[config.mk]
export PLATFORM = sky130hd
export DESIGN_NAME = uart_rx_param
export DESIGN_NICKNAME = d
export VERILOG_FILES = /design/src/rtl/uart_rx_param.sv
export SDC_FILE = /design/constraint.sdc
export NUM_CORES = 1
export LEC_CHECK = 0
export ABC_AREA = 1
export CORE_MARGIN = 2
export CORE_UTILIZATION = 56
export DETAILED_ROUTE_END_ITERATION = 7
export PLACE_DENSITY = 0.82
export SKIP_CTS_REPAIR_TIMING = 1
export SLEW_MARGIN = 20
export SYNTH_ARGS = -nofsm -noshare
export SYNTH_HDL_FRONTEND = slang
export SYNTH_SLANG_ARGS = --single-unit
[constraint.sdc]
create_clock -name clk -period 1.7 [get_ports clk]
set_input_delay 0.425 -clock clk [delete_from_list [all_inputs] [get_ports clk]]
set_output_delay 0.425 -clock clk [all_outputs]
set_load 0.02 [all_outputs]
[src/rtl/uart_rx_param.sv]
// uart_rx_param -- parametrised oversampling UART receiver.
//
// Receives asynchronous frames on rx (idle high): one start bit, DATA_BITS
// data bits LSB first, an optional parity bit and STOP_BITS stop bits.
// Every completed word goes out on a valid/ready stream together with its
// parity and framing error flags.
//
// Parameters:
//   CLKS_PER_BIT  clock cycles per bit period (>= 4)
//   DATA_BITS     data bits per frame (5..9)
//   PARITY        0 none, 1 odd, 2 even
//   STOP_BITS     1 or 2
//   FIFO_DEPTH    receive FIFO entries, power of two >= 2 (FIFO build only)
//
// Ports:
//   clk           system clock, rising edge
//   reset         synchronous active-high reset
//   rx            asynchronous serial input
//   m_data        received word, bit 0 = first data bit on the line
//   m_parity_err  parity mismatch for the word on m_data
//   m_frame_err   a stop bit of that word sampled low
//   m_valid       word available
//   m_ready       consumer takes the word when m_valid && m_ready
//   overrun       one-cycle pulse: a completed word was dropped (buffer full)
//   busy          receiver FSM is not idle
//
// Build option: define UART_RX_FIFO_EN for a first-word-fall-through FIFO
// of FIFO_DEPTH entries; otherwise a single holding register is used.

module uart_rx_param #(
  parameter int CLKS_PER_BIT = 65,
  parameter int DATA_BITS    = 8,
  parameter int PARITY       = 0,
  parameter int STOP_BITS    = 1,
  parameter int FIFO_DEPTH   = 4
) (
  input  logic                 clk,
  input  logic                 reset,
  input  logic                 rx,
  output logic [DATA_BITS-1:0] m_data,
  output logic                 m_parity_err,
  output logic                 m_frame_err,
  output logic                 m_valid,
  input  logic                 m_ready,
  output logic                 overrun,
  output logic                 busy
);

  localparam int CW   = $clog2(CLKS_PER_BIT);
  localparam int HALF = CLKS_PER_BIT / 2;
  localparam logic [CW-1:0] CNT_MID   = CW'(HALF - 1);
  localparam logic [CW-1:0] CNT_END   = CW'(CLKS_PER_BIT - 1);
  localparam logic [3:0]    DATA_LAST = 4'(DATA_BITS - 1);
  localparam logic [3:0]    STOP_LAST = 4'(STOP_BITS - 1);

  generate
    if (CLKS_PER_BIT < 4) begin : g_chk_cpb
      $error("uart_rx_param: CLKS_PER_BIT must be >= 4");
    end
    if (DATA_BITS < 5 || DATA_BITS > 9) begin : g_chk_db
      $error("uart_rx_param: DATA_BITS must be 5..9");
    end
    if (PARITY < 0 || PARITY > 2) begin : g_chk_par
      $error("uart_rx_param: PARITY must be 0, 1 or 2");
    end
    if (STOP_BITS < 1 || STOP_BITS > 2) begin : g_chk_sb
      $error("uart_rx_param: STOP_BITS must be 1 or 2");
    end
    if (FIFO_DEPTH < 2 || (FIFO_DEPTH & (FIFO_DEPTH - 1)) != 0) begin : g_chk_fd
      $error("uart_rx_param: FIFO_DEPTH must be a power of two >= 2");
    end
  endgenerate

  typedef struct packed {
    logic [DATA_BITS-1:0] data;
    logic                 perr;
    logic                 ferr;
  } word_t;

  typedef enum logic [2:0] {S_IDLE, S_START, S_DATA, S_PARITY, S_STOP} state_t;

  // ---------------------------------------------------------------- sync
  logic rx_meta, rx_s;

  always_ff @(posedge clk) begin
    if (reset) begin
      rx_meta <= 1'b1;
      rx_s    <= 1'b1;
    end else begin
      rx_meta <= rx;
      rx_s    <= rx_meta;
    end
  end

  // ---------------------------------------------------------------- FSM
  state_t               state, state_n;
  logic [CW-1:0]        cnt, cnt_n;
  logic [3:0]           idx, idx_n;       // data bit / stop bit index
  logic [DATA_BITS-1:0] sh, sh_n;
  logic                 perr, perr_n;
  logic                 ferr, ferr_n;
  // Set when a frame ends with the line low (break): a new start is only
  // accepted once the line has been seen high again.
  logic                 wait_hi, wait_hi_n;
  logic                 push;
  word_t                push_word;
  logic                 tick;

  assign tick = (cnt == CNT_END);

  always_ff @(posedge clk) begin
    if (reset) begin
      state   <= S_IDLE;
      cnt     <= '0;
      idx     <= '0;
      sh      <= '0;
      perr    <= 1'b0;
      ferr    <= 1'b0;
      wait_hi <= 1'b0;
    end else begin
      state   <= state_n;
      cnt     <= cnt_n;
      idx     <= idx_n;
      sh      <= sh_n;
      perr    <= perr_n;
      ferr    <= ferr_n;
      wait_hi <= wait_hi_n;
    end
  end

  always_comb begin
    state_n   = state;
    cnt_n     = cnt + CW'(1);
    idx_n     = idx;
    sh_n      = sh;
    perr_n    = perr;
    ferr_n    = ferr;
    wait_hi_n = wait_hi;
    push      = 1'b0;
    push_word = '0;
    case (state)
      S_IDLE: begin
        cnt_n = '0;
        if (rx_s) wait_hi_n = 1'b0;
        if (!rx_s && !wait_hi) begin
          state_n = S_START;
          idx_n   = '0;
          perr_n  = 1'b0;
          ferr_n  = 1'b0;
        end
      end
      S_START: begin
        if (cnt == CNT_MID) begin
          // cnt restarts here so later samples land at mid-bit
          cnt_n   = '0;
          state_n = rx_s ? S_IDLE : S_DATA;
        end
      end
      S_DATA: begin
        if (tick) begin
          cnt_n = '0;
          sh_n  = {rx_s, sh[DATA_BITS-1:1]};
          idx_n = idx + 4'd1;
          if (idx == DATA_LAST) begin
            idx_n   = '0;
            state_n = (PARITY != 0) ? S_PARITY : S_STOP;
          end
        end
      end
      S_PARITY: begin
        if (tick) begin
          cnt_n   = '0;
          perr_n  = ((^sh) ^ rx_s) != (PARITY == 1);
          state_n = S_STOP;
        end
      end
      S_STOP: begin
        if (tick) begin
          cnt_n = '0;
          if (!rx_s) ferr_n = 1'b1;
          if (idx == STOP_LAST) begin
            // Return to IDLE right away so a start edge in the second half
            // of the stop bit is still caught.
            push      = 1'b1;
            state_n   = S_IDLE;
            wait_hi_n = !rx_s;
          end else begin
            idx_n = idx + 4'd1;
          end
        end
      end
      default: state_n = S_IDLE;
    endcase
    push_word.data = sh;
    push_word.perr = perr;
    push_word.ferr = ferr_n;
  end

  assign busy = (state != S_IDLE);

  // ---------------------------------------------------------------- buffer
  logic  push_ok;
  word_t out_word;

`ifdef UART_RX_FIFO_EN
  localparam int AW = $clog2(FIFO_DEPTH);

  word_t         mem [FIFO_DEPTH];
  logic [AW-1:0] wp, rp;
  logic [AW:0]   count;
  logic          full, pop;

  assign full     = (count == (AW+1)'(FIFO_DEPTH));
  assign m_valid  = (count != '0);
  assign pop      = m_valid && m_ready;
  // A pop in the same cycle frees a slot, so a full FIFO still accepts.
  assign push_ok  = push && (!full || pop);
  assign out_word = mem[rp];

  always_ff @(posedge clk) begin
    if (reset) begin
      wp    <= '0;
      rp    <= '0;
      count <= '0;
      for (int i = 0; i < FIFO_DEPTH; i++) mem[i] <= '0;
    end else begin
      if (push_ok) begin
        mem[wp] <= push_word;
        wp      <= wp + AW'(1);
      end
      if (pop) rp <= rp + AW'(1);
      count <= count + (AW+1)'(push_ok) - (AW+1)'(pop);
    end
  end
`else
  word_t hold;
  logic  hold_v;

  assign m_valid  = hold_v;
  assign push_ok  = push && (!hold_v || m_ready);
  assign out_word = hold;

  always_ff @(posedge clk) begin
    if (reset) begin
      hold   <= '0;
      hold_v <= 1'b0;
    end else if (push_ok) begin
      hold   <= push_word;
      hold_v <= 1'b1;
    end else if (hold_v && m_ready) begin
      hold_v <= 1'b0;
    end
  end
`endif

  assign m_data       = out_word.data;
  assign m_parity_err = out_word.perr;
  assign m_frame_err  = out_word.ferr;

  always_ff @(posedge clk) begin
    if (reset) overrun <= 1'b0;
    else       overrun <= push && !push_ok;
  end

endmodule

== Word-level counts from Yosys, hierarchy flattened ==
Index checks and enable logic that the tools add are counted.
Storage, ports and cells
  register bits after elaboration: 39
  word-level logic and storage cells: 90
  output and inout bits: 13
Cells by class
  add/sub/neg operators: 2
  bitwise logic cells: 1
  mux-type cells: 34
  reduce and logical (&&, ||, !) cells: 23
  eq/ne operators: 16
Operators by type and width (count)
  3-bit 2-to-1 mux: 7
  7-bit case mux with 3 select lines: 1
  4-bit 2-to-1 mux: 5
  2-bit != test, second input constant: 9
  3-bit case mux with 5 select lines: 1
  7-bit 2-to-1 mux: 2
  1-bit 2-to-1 mux: 13
  4-bit case mux with 3 select lines: 1
  8-bit XOR reduction: 1
  7-bit by 1-bit adder with 7-bit output, second input constant: 1
  7-bit by 5-bit equality test with 1-bit output, second input constant: 1
  7-bit equality test, second input constant: 1
  7-bit AND reduction: 1
  3-bit by 2-bit equality test with 1-bit output, second input constant: 2
  1-bit case mux with 2 select lines: 3
  2-bit nonzero test: 3
  3-bit nonzero test: 2
  5-bit AND reduction: 1
  4-bit by 1-bit adder with 4-bit output, second input constant: 1
  4-bit by 3-bit equality test with 1-bit output, second input constant: 1
  1-bit logical AND: 4
  1-bit logical NOT: 4
  4-bit logical NOT: 1
  4-bit AND reduction: 1
  other kinds (9): 9

== Logic depth before layout (Yosys ltp) ==
  depth in word-level cells: 7
  depth in mapped cells: 12
  gate-level depth less buffers: 11

== Worst setup path after synthesis ==
OpenSTA, ideal clock, no wires.
  path kind: reg2reg
  start point: register cnt[0]
  end point: register hold (netlist bit m_frame_err)
  required time: 1.585 ns
  path slack: 0.328 ns
  cell stages (with the launch flop): 12
  buffers on the path: 1
  arrival time: 1.257 ns
  clock period less this slack: 1.372 ns
  cells stage by stage: dfxtp_1 > inv_1 > ha_1 > nand2_1 > inv_1 > nand3_2 > inv_1 > nand2_2 > inv_2 > nand2_2 > buf_6 > o21a_1
On the way
  word-level cells in the longest chain between the ends: 4
  elaborated cells between the ends (all ways): 6
Ends and longest elaborated chain
  start: declaration: RTL line 97  | logic [CW-1:0] cnt, cnt_n;
  start signal: assignment: RTL line 122  | cnt <= cnt_n;
  7-bit equality test (*): RTL line 109  | assign tick = (cnt == CNT_END);
  1-bit 2-to-1 mux: RTL line 178  | if (tick) begin
  1-bit 2-to-1 mux: RTL line 141  | case (state)
  1-bit logical AND: RTL line 240  | assign push_ok = push && (!hold_v || m_ready);
  end signal: assignment: RTL line 248  | hold <= push_word;
  end: declaration: RTL line 236  | word_t hold;
Mark *: on every way between the ends. The rest lies on a longest branch, timed or not.
A chain may end at the register's enable or synchronous reset.

== Final worst setup path ==
  start point: register state[1]
  end point: output port busy
On the way
  word-level cells in the longest chain between the ends: 1
Ends and longest elaborated chain
  start: declaration: RTL line 96  | state_t state, state_n;
  start signal: assignment: RTL line 121  | state <= state_n;
  3-bit nonzero test: RTL line 199  | assign busy = (state != S_IDLE);
  end: declaration: RTL line 46  | output logic busy
Every way passes these cells.

==> summary.md <==
| Metric | Value |
|---|---|
| Status | finished clean |
| Count leader, synth | nand2_1 |
| Vias per std cell | 4.99 |
| Final #Nets | 307 |
| Class of the most critical setup path | flop to primary output |
| Later-pin clock latency in the skew report | 0.34 ns |
| Asr flop ratio synth | 0 |
| Vias | 1,725 |
| Distinct cell type count after synthesis | 29 |
| Worst path cell trace | nor2_4, nand2_1, dlymetal6s2s_1 |
| Initial Util | 0.580 |
| Drt total wl | 3870 um |
| Core ar. | 3340 um^2 |
| Clock transition at path regs | 0.12 ns |
| CTS Buf Count | 5 |
| CP delay by family, top | flip-flops |
| Pwr/cell area | 941 nW/um^2 |
| Die Width | 62.8 um |
| Final hold violation count | 0 |
| Final number of max-transition violations | 0 |
| RSZ-0062 raised after global routing | false |
| Max Cap Viol | 0 |
| Drt initial violations | 126 |
| CP arrival | 1.18 ns |
| FMAX | 0.623 GHz |
| Clock skew | 0.00231 ns |
| Share of the synthesized area in the top cell type | 0.403 |
| Avg Cell Area, Syn | 7.01 um^2 |
| Routed wl met2 | 1710 um |
| Post-Syn Instances | 276 |
| Routability cong. | 0.839 |
| Startpoint Class | flop |
| Final TNS setup | 0 ns |
| Filler cells | 278 |
| CTS H-tree depth | 2 |
| Most frequent cells after synthesis | nand2_1, dfxtp_1, inv_1 |
| Lkg Pwr | 1.25 nW |
| Site Rows | 21 |
| Num Clock Sinks | 39 |
| Routed Antenna Nets | 0 |
| Area grow syn2layout | 18.4% |
| Dpl hpwl | 2920 um |
| Crit end category | primary output |
| Register area share after synthesis | 0.403 |
| WP data required | 1.27 ns |
| Yosys top cell by area | dfxtp_1 |
| WL/cell | 11.2 um |
| Worst path max stage delay | 0.37 ns |
| Die height | 62.8 um |
| Min Tclk post-route | 1.61 ns |
| Prevailing post-synth register cell | dfxtp_1 |
| GR Util All Layers | 0.210 |
| # setup viols final | 0 |
| Worst-margin pin slew | 0.331 ns |
| Met1 wire length | 1950 um |
| Cell area after synthesis | 1940 um^2 |
| Post-layout util | 0.687 |
| TritonRoute pass-1 iters | 4 |
| Worst hold-check path type | flop to flop |
| Final period utilization | 0.944 |
| Met3 routed WL | 157 um |
| DRC viols | 0 |
| Diodes inserted | 0 |
| YS warnings | 0 |
| Port Buffers | 16 |
| Clock Path Buffers | 2 |
| Post-synth EDFFs | 0 |
| Grt ovf | 0 |
| Buf+Inv Stages, Crit Path | 1 |
| Die area | 3940 um^2 |
| Synthesized flop and latch total | 39 |
| Antenna violations before repair | 0 |
| CTS tree | done |
| CP max FO | 4 |
| Worst vdd rail ir drop | 0.508 mV |
| Max Used Layer | met4 |
| Root Buffer | clkbuf_4 |
| Max-slew headroom | 0.777 |
| Synth area leaders | dfxtp_1, nand2_1, a21oi_1, inv_1, nand3_1 |
| First-pass GRT wire length | 6580 um |
| Ports | 17 |
| Slowest stage cell, crit path | dfxtp_2 |
| Largest net degree at the start of global routing | 20 |
| Vias in the first global route | 1,523 |
| Syn Nets | 284 |
| Layout cells sized above 1 | 0.127 |
-- cells by family after synthesis --
family                   after synthesis  synth area share
buffers and inverters                 42            0.0931
AO/OA/AOI/OAI                         43             0.120
XOR/XNOR                               6            0.0271
AND/OR/NAND/NOR                      142             0.331
adder cells (fa/ha/maj)                4            0.0259
flip-flops                            39             0.403
-- path summary, 6_finish.rpt --
check	startpoint	endpoint	slack (ns)	cells past startpoint
hold reg to reg	rx_meta$_SDFF_PP1_	rx_s$_SDFF_PP1_	0.43	1
setup reg to reg	cnt[0]$_SDFF_PP0_	m_data[7]$_SDFFE_PP0P_	0.15	11
hold / removal	rx_meta$_SDFF_PP1_	rx_s$_SDFF_PP1_	0.43	1
setup / recovery	state[1]$_SDFFE_PP0P_	busy	0.09	3
-- layout by cell type (no fill, tap or decap), drive strengths merged, types with 3 or more instances in the layout --
master,synthesis,layout
nand2,84,84
dfxtp,39,39
inv,35,35
nor2,29,29
a21oi,25,25
nand3,20,20
o21ai,14,14
dlymetal6s2s,0,13
buf,4,7
xor2,6,6
clkbuf,3,5
ha,4,4
or2,4,4
clkdlybuf4s50,0,3
-- where the power goes --
group / total (W) / internal, W / switching, W
sequential: 0.00100 / 0.000959 / 0.0000408
combinational: 0.000527 / 0.000197 / 0.000330
clock: 0.000630 / 0.000310 / 0.000320
-- worst reg2reg max path: cells and delay by family, from the launching register on --
| kind | cells | cell delay (ns) |
|---|---|---|
| AOI/OAI and AO/OA | 1 | 0.17 |
| adders and majority gates | 1 | 0.14 |
| buffers and inverters | 5 | 0.49 |
| DFF | 1 | 0.35 |
| and+or+nand+nor | 4 | 0.35 |
-- registers in the layout, summed over array words and instances, names as in the netlist --
| name | cells |
|---|---|
| m_data | 8 |
| sh | 8 |
| cnt | 7 |
| idx | 4 |
| state | 3 |
| ferr | 1 |
| m_frame_err | 1 |
| m_parity_err | 1 |
| m_valid | 1 |
| overrun | 1 |
| perr | 1 |
| rx_meta | 1 |
| rx_s | 1 |
| wait_hi | 1 |
-- layer usage --
| metal | vias to the layer above | global-route usage |
|---|---|---|
| met2 | 29 | 0.327 |
| met3 | 5 | 0.0577 |
| met4 | 0 | 0.0667 |
| li1 | 919 | - |
| met1 | 772 | 0.283 |
| met5 | - | 0 |
-- stage by stage --
| stage | hold WS (ns) | std cells | worst slack [ns] | total power [W] | instance area, um^2 |
|---|---|---|---|---|---|
| 6_report | 0.433 | 346 | 0.0946 | 0.00216 | 2290 |
| 5_1_grt | 0.452 | 346 | 0.00260 | 0.00229 | 2290 |
| 4_1_cts | 0.436 | 346 | -0.299 | 0.00217 | 2250 |
| 3_5_place_dp | 0.404 | 338 | 0.0933 | 0.00154 | 2170 |
| 3_3_place_gp | 0.393 | 338 | 0.111 | 0.00154 | 2170 |
| 2_1_floorplan | 0.389 | 276 | 0.328 | 0.00141 | 1940 |
-- area by class of cell --
cell class,count,area (um^2),area share
Timing Repair Buffer,23,258,0.113
Tap cell,46,57.6,0.0251
Clock inverter,3,43.8,0.0191
Multi-Input combinational cell,195,980,0.428
Sequential cell,39,783,0.342
Clock buffer,5,37.5,0.0164
Inverter,35,131,0.0573
(Power assumes the default switching activity.)
